**config.mk**
```make
export PLATFORM = sky130hd
export DESIGN_NAME = fp_pack_round
export DESIGN_NICKNAME = d
export VERILOG_FILES = /design/src/rtl/fp_pack_round.sv
export SDC_FILE = /design/constraint.sdc
export NUM_CORES = 1
export LEC_CHECK = 0
export CAP_MARGIN = 20
export CORE_ASPECT_RATIO = 0.5
export CORE_MARGIN = 4
export CORE_UTILIZATION = 32
export DETAILED_ROUTE_END_ITERATION = 7
export SETUP_SLACK_MARGIN = 0.15
export SYNTH_ARGS = -nofsm -noshare
export SYNTH_HDL_FRONTEND = slang
export SYNTH_SLANG_ARGS = --single-unit
```
**constraint.sdc**
```tcl
create_clock -name clk -period 3.7 [get_ports clk]
set_input_delay 0.555 -clock clk [delete_from_list [all_inputs] [get_ports clk]]
set_output_delay 0.555 -clock clk [all_outputs]
set_load 0.005 [all_outputs]
```
**src/rtl/fp_pack_round.sv**
```systemverilog
// Normalize, round-to-nearest-even and pack an unpacked adder result into IEEE-754 single.
// Define FP_PACK_FAST_NORM_EN for single-cycle LZC/barrel normalization; default is one shift per cycle.
module fp_pack_round #(
    parameter int EXP_W  = 10,
    parameter int MANT_W = 28
) (
    input  logic              clk,
    input  logic              rst_n,
    input  logic              in_valid,
    output logic              in_ready,
    input  logic              in_sign,
    input  logic [EXP_W-1:0]  in_exp,
    input  logic [MANT_W-1:0] in_mant,
    output logic              out_valid,
    input  logic              out_ready,
    output logic [31:0]       out_word,
    output logic              out_ovf,
    output logic              out_inexact
);
    // Two guard bits of headroom so carry/round increments never wrap the signed exponent
    localparam int XW = EXP_W + 2;
    localparam logic signed [XW-1:0] E_ZERO = '0;
    localparam logic signed [XW-1:0] E_ONE  = XW'(1);
    localparam logic signed [XW-1:0] E_M25  = XW'(-25);
    localparam logic signed [XW-1:0] E_255  = XW'(255);

    typedef enum logic [1:0] {IDLE, NORM, ROUND, DONE} state_t;

    state_t                 state_q, state_d;
    logic                   sign_q, sign_d;
    logic signed [XW-1:0]   exp_q, exp_d;
    logic [MANT_W-1:0]      mant_q, mant_d;
    logic [31:0]            word_q, word_d;
    logic                   ovf_q, ovf_d;
    logic                   inexact_q, inexact_d;

    logic [MANT_W-1:0]      norm_mant;
    logic signed [XW-1:0]   norm_exp;
    logic                   norm_done;

`ifdef FP_PACK_FAST_NORM_EN
    logic signed [XW-1:0]   lz;
    logic signed [XW-1:0]   lim;
    logic [4:0]             sh;
    logic                   found;
    logic                   stick;

    // Carry shift, then denormalize or left-normalize in one pass; matches the iterative result
    always_comb begin
        norm_mant = mant_q;
        norm_exp  = exp_q;
        norm_done = 1'b1;
        lz        = '0;
        lim       = '0;
        sh        = '0;
        found     = 1'b0;
        stick     = 1'b0;
        if (mant_q == '0) begin
            norm_exp = E_ZERO;
        end else begin
            if (norm_mant[27]) begin
                norm_mant = {1'b0, norm_mant[27:2], norm_mant[1] | norm_mant[0]};
                norm_exp  = norm_exp + E_ONE;
            end
            if (norm_exp <= E_ZERO) begin
                if (norm_exp < E_M25) begin
                    norm_mant = {27'b0, 1'b1};
                end else begin
                    lim = E_ONE - norm_exp;
                    sh  = lim[4:0];
                    for (int unsigned i = 0; i < 28; i++) begin
                        if (i < 32'(sh)) stick = stick | norm_mant[i];
                    end
                    norm_mant    = norm_mant >> sh;
                    norm_mant[0] = norm_mant[0] | stick;
                end
                norm_exp = E_ONE;
            end else if (!norm_mant[26]) begin
                for (int unsigned i = 0; i < 27; i++) begin
                    if (!found) begin
                        if (norm_mant[26-i]) found = 1'b1;
                        else lz = lz + E_ONE;
                    end
                end
                lim = norm_exp - E_ONE;
                sh  = (lim < lz) ? lim[4:0] : lz[4:0];
                norm_mant = norm_mant << sh;
                norm_exp  = norm_exp - XW'(sh);
            end
        end
    end
`else
    always_comb begin
        norm_mant = mant_q;
        norm_exp  = exp_q;
        norm_done = 1'b0;
        if (mant_q == '0) begin
            norm_exp  = E_ZERO;
            norm_done = 1'b1;
        end else if (mant_q[27]) begin
            norm_mant = {1'b0, mant_q[27:2], mant_q[1] | mant_q[0]};
            norm_exp  = exp_q + E_ONE;
        end else if (exp_q <= E_ZERO) begin
            if (exp_q < E_M25) begin
                norm_mant = {27'b0, 1'b1};
                norm_exp  = E_ONE;
            end else begin
                norm_mant = {1'b0, mant_q[27:2], mant_q[1] | mant_q[0]};
                norm_exp  = exp_q + E_ONE;
            end
        end else if (!mant_q[26] && exp_q > E_ONE) begin
            norm_mant = {mant_q[26:0], 1'b0};
            norm_exp  = exp_q - E_ONE;
        end else begin
            norm_done = 1'b1;
        end
    end
`endif

    logic                   rnd_up;
    logic [24:0]            rnd_sum;
    logic [24:0]            rnd_sig;
    logic signed [XW-1:0]   rnd_exp;

    always_comb begin
        rnd_up  = mant_q[2] & (mant_q[1] | mant_q[0] | mant_q[3]);
        rnd_sum = mant_q[27:3] + {24'b0, rnd_up};
        rnd_sig = rnd_sum;
        rnd_exp = exp_q;
        if (rnd_sum[24]) begin
            rnd_sig = {1'b0, rnd_sum[24:1]};
            rnd_exp = exp_q + E_ONE;
        end
    end

    always_comb begin
        state_d   = state_q;
        sign_d    = sign_q;
        exp_d     = exp_q;
        mant_d    = mant_q;
        word_d    = word_q;
        ovf_d     = ovf_q;
        inexact_d = inexact_q;
        case (state_q)
            IDLE: begin
                if (in_valid) begin
                    sign_d  = in_sign;
                    exp_d   = {{2{in_exp[EXP_W-1]}}, in_exp};
                    mant_d  = in_mant;
                    state_d = NORM;
                end
            end
            NORM: begin
                mant_d = norm_mant;
                exp_d  = norm_exp;
                if (norm_done) state_d = ROUND;
            end
            ROUND: begin
                inexact_d = |mant_q[2:0];
                if (rnd_exp >= E_255) begin
                    word_d = {sign_q, 8'hFF, 23'h0};
                    ovf_d  = 1'b1;
                end else begin
                    // Hidden bit clear means exponent 1 or 0: both encode as a zero/denormal field
                    word_d = {sign_q, rnd_sig[23] ? rnd_exp[7:0] : 8'h00, rnd_sig[22:0]};
                    ovf_d  = 1'b0;
                end
                state_d = DONE;
            end
            DONE: begin
                if (out_ready) state_d = IDLE;
            end
            default: state_d = IDLE;
        endcase
    end

    always_ff @(posedge clk or negedge rst_n) begin
        if (!rst_n) begin
            state_q   <= IDLE;
            sign_q    <= 1'b0;
            exp_q     <= '0;
            mant_q    <= '0;
            word_q    <= '0;
            ovf_q     <= 1'b0;
            inexact_q <= 1'b0;
        end else begin
            state_q   <= state_d;
            sign_q    <= sign_d;
            exp_q     <= exp_d;
            mant_q    <= mant_d;
            word_q    <= word_d;
            ovf_q     <= ovf_d;
            inexact_q <= inexact_d;
        end
    end

    assign in_ready    = (state_q == IDLE);
    assign out_valid   = (state_q == DONE);
    assign out_word    = word_q;
    assign out_ovf     = ovf_q;
    assign out_inexact = inexact_q;

endmodule

```
==> results.md <==
- Status: finished, final reports clean
- Seq/Total Area, Yosys: 0.3354
- RR Endpoint: out_word[20]
- Area of the mapped netlist: 0.005746 mm^2
- Register bit total from synthesis: 77
- Fin Clk Skew: 0.006579 ns
- Core footprint: 0.01748 mm^2
- Crit Path Max Fanout: 25
- Syn nets: 735
- H-tree depth: 3
- Reg2reg start: mant_q[3]
- CP peak stage delay: 0.71 ns
- Setup Fix Bufs, Post-CTS: 0
- CTS tree: yes
- GP Congestion: 0.9247
- Period minus WS final: 3.261 ns
- Die height: 102.8 um
- Fin crit share: 0.8813
- Placed Cells: 954
- P&R area growth vs syn: 22.91%
- R2R Setup Slk: 0.44 ns
- Fraction of layout cells with a size suffix above 1: 0.1152
- Port Buffer Count: 78
- Worst slew pin tran: 0.9332 ns
- CP Class: reg2reg
- Max Cap Viol: 0
- Max clock buf depth: 2
- Row cnt: 34
- Mapped Avg Cell Area: 8.412 um^2
- Final setup viols: 0
- Post-Route Utilization: 0.4039
- Post_cts resized: 0
- DIE WIDTH: 197.5 um
- Ports: 79
- N_diodes: 0
- DR pass1 iterations: 5
- # nets final: 785
- Largest net degree at the start of global routing: 78
- Asr flop ratio synth: 1.000
- Max_slew headroom: 0.3756
- CP Launch Type: flop
- DR WL/cell: 18.31 um
- Clock root cell: clkbuf_16
- Clk Latency, worst-skew pair: 0.35 ns
- Slew Viols, Final: 0
- Peak supply drop: 333.7 uV
- Global route total overflow: 0
- Worst Hold Class: in2async
- Highest Clock Rate: 306.7 MHz
- Fillers: 1729
- First-pass GRT wire length: 28990 um
- Post-DP HPWL: 12680 um
- Final Hold Vio Count: 0
- Post-CTS Hold Fix Bufs: 0
- Post-Syn Instances: 683
- DRT Wirelength: 17790 um
- CP Capture Type: flop
- Post-route insts no fill: 972
- PwrDens: 943.7 mW/mm^2
- Initial Utilization: 0.3286
- DIE AREA: 0.02029 mm^2
- Critical-path top delay cell: a32o_2
- Count of cell types in the netlist: 72
- Worst-case reg-to-reg path depth: 10
- Synth area leaders: dfrtp_1, mux2i_1, nor2_1, nand2_1, a21oi_1
- Yosys warnings: 0
- Drt initial violations: 609
- Leak: 2.736 nW
- CTS buffer count: 9
- Initial antenna violation count: 0
- Drt drc: 0
- Yosys top cell area share: 0.3354
- Clock sinks: 77
- Vias in the first global route: 5340
- Clk slew on worst S/H paths: 0.06 ns
- Hold slack: 0.04987 ns
- RSZ-0062 raised after global routing: false
- Antenna Violating Nets Remaining: 0
- CP arrival: 3.44 ns
- Crit-path cells: and2_1, ha_1, nand3_1, nor4_4, buf_4, nand3_2, a21oi_2, or4_1, a32o_2, a22oi_1
- TNS Setup: 0 ns
- Via count: 5565
- Vias per cell: 5.725
- Yosys top cell by area: dfrtp_1
- Most used DFF post-synth: dfrtp_1
- EDFF count, synth: 0
- Gr usage total: 0.1746
- WP data required: 3.88 ns
## critical path, delay by kind of cell (launching register included)
family | cells | cell delay (ns)
AOI/OAI and AO/OA | 3 | 1.13
adders and majority gates | 1 | 0.20
buffers and inverters | 1 | 0.22
DFF | 1 | 0.45
and+or+nand+nor | 5 | 1.07
## where the power goes
part           leakage (nW)  switching (W)  total (W)  internal [W]
combinational          1.65        0.00227    0.00396       0.00169
sequential            0.941       0.000530    0.00179       0.00126
clock                 0.140       0.000385   0.000914      0.000529
total                  2.74        0.00319    0.00666       0.00348
## Yosys cell counts (3+ instances only)
| cell type | n |
|---|---|
| ha_1 | 9 |
| a221oi_1 | 23 |
| nand2_1 | 61 |
| a32oi_1 | 4 |
| clkbuf_1 | 46 |
| nand4_1 | 10 |
| dfrtp_1 | 77 |
| buf_4 | 4 |
| a21boi_0 | 5 |
| a21oi_1 | 43 |
| xor2_1 | 14 |
| xnor2_1 | 11 |
| and4_1 | 4 |
| nand2b_1 | 3 |
| o211ai_1 | 9 |
| nor3_1 | 22 |
| nor2b_1 | 5 |
| o31ai_1 | 23 |
| o22ai_1 | 5 |
| or4_1 | 4 |
| mux2i_1 | 34 |
| mux2_2 | 4 |
| o221ai_1 | 3 |
| buf_2 | 12 |
| a221o_1 | 3 |
| a31oi_1 | 9 |
| buf_6 | 3 |
| or3_1 | 3 |
| inv_1 | 12 |
| a22oi_1 | 6 |
| and3_1 | 6 |
| o21ai_0 | 34 |
| and2_1 | 4 |
| nand3_1 | 23 |
| a211oi_1 | 5 |
| a311oi_1 | 4 |
| nor2_1 | 63 |
| a32o_1 | 3 |
| a21oi_2 | 20 |
| nor4_1 | 10 |
## placed cells by master (no fill, tap or decap), types with 4 or more instances in the layout
master and instances:
dfrtp_1 77, clkdlybuf4s50_1 77, nor2_1 63, nand2_1 61, a21oi_1 43, o21ai_0 34, mux2i_1 34, buf_4 26
nand3_1 23, a221oi_1 23, o31ai_1 23, nor3_1 22, a21oi_2 20, xor2_1 14, inv_1 12, xnor2_1 11
nand4_1 10, nor4_1 10, o211ai_1 9, clkbuf_16 9, a31oi_1 8, ha_1 8, and3_1 6, a22oi_1 6
a211oi_1 5, nor2b_1 5, a21boi_0 5, o22ai_1 5, and2_1 4, and4_1 4, or4_1 4, a311oi_1 4
mux2_2 4, a32oi_1 4
## final cells by class
cell class / count / area (um^2) / share of cell area
inverters: 13 / 48.80 / 0.006910
multi-input cells: 526 / 3475 / 0.4920
flip-flops and latches: 77 / 1927 / 0.2729
repair buffers: 106 / 1018 / 0.1442
clock inverters: 6 / 71.32 / 0.01010
well taps: 234 / 292.8 / 0.04146
clock buffers: 10 / 229.0 / 0.03242
## registers in the layout, summed over array words and instances, names as in the netlist
register     count
out_ovf          1
out_word        32
out_inexact      1
state_q          2
mant_q          28
sign_q           1
exp_q           12
## how the worst max path moves through the flow
stage | from | endpoint | slack (ns) | depth (start not counted)
6_report | mant_q[3] | out_word[20] | 0.44 | 10
5_1_grt | mant_q[3] | out_word[4] | 0.22 | 10
4_1_cts | mant_q[2] | out_word[20] | 0.46 | 10
3_5_place_dp | mant_q[2] | out_word[20] | 0.48 | 10
3_3_place_gp | mant_q[3] | out_word[25] | 0.59 | 9
2_1_floorplan | mant_q[3] | out_word[25] | 0.83 | 9
## metal layers
metal | up-vias | wire length (um) | GRT usage
met2 | 176 | 8319 | 0.2774
met3 | 19 | 904 | 0.02873
met4 | 0 | 201 | 0.04231
met1 | 2715 | 8368 | 0.2511
li1 | 2655 | - | -
met5 | - | 0 | 0
## per-stage QoR
stage	worst slack, ns	cell area, um^2	power, W
2_1_floorplan	0.8336	5746	0.004445
5_1_grt	0.2167	7062	0.007225
3_3_place_gp	0.5872	6729	0.005690
6_report	0.4390	7062	0.006664
3_5_place_dp	0.4827	6729	0.005732
4_1_cts	0.4585	7029	0.006675
## kinds of logic (layout without fill, tap and decap cells)
kind of cell	count (synthesis)	in the layout	synth area share
simple gates	229	229	0.1962
compound gates	224	224	0.2796
flops	77	77	0.3354
buf+inv	80	135	0.06141
mux	39	39	0.06969
xor+xnor	25	25	0.03811
fa+ha+maj	9	9	0.01960
Note: power is estimated with default switching activity, not from simulation.
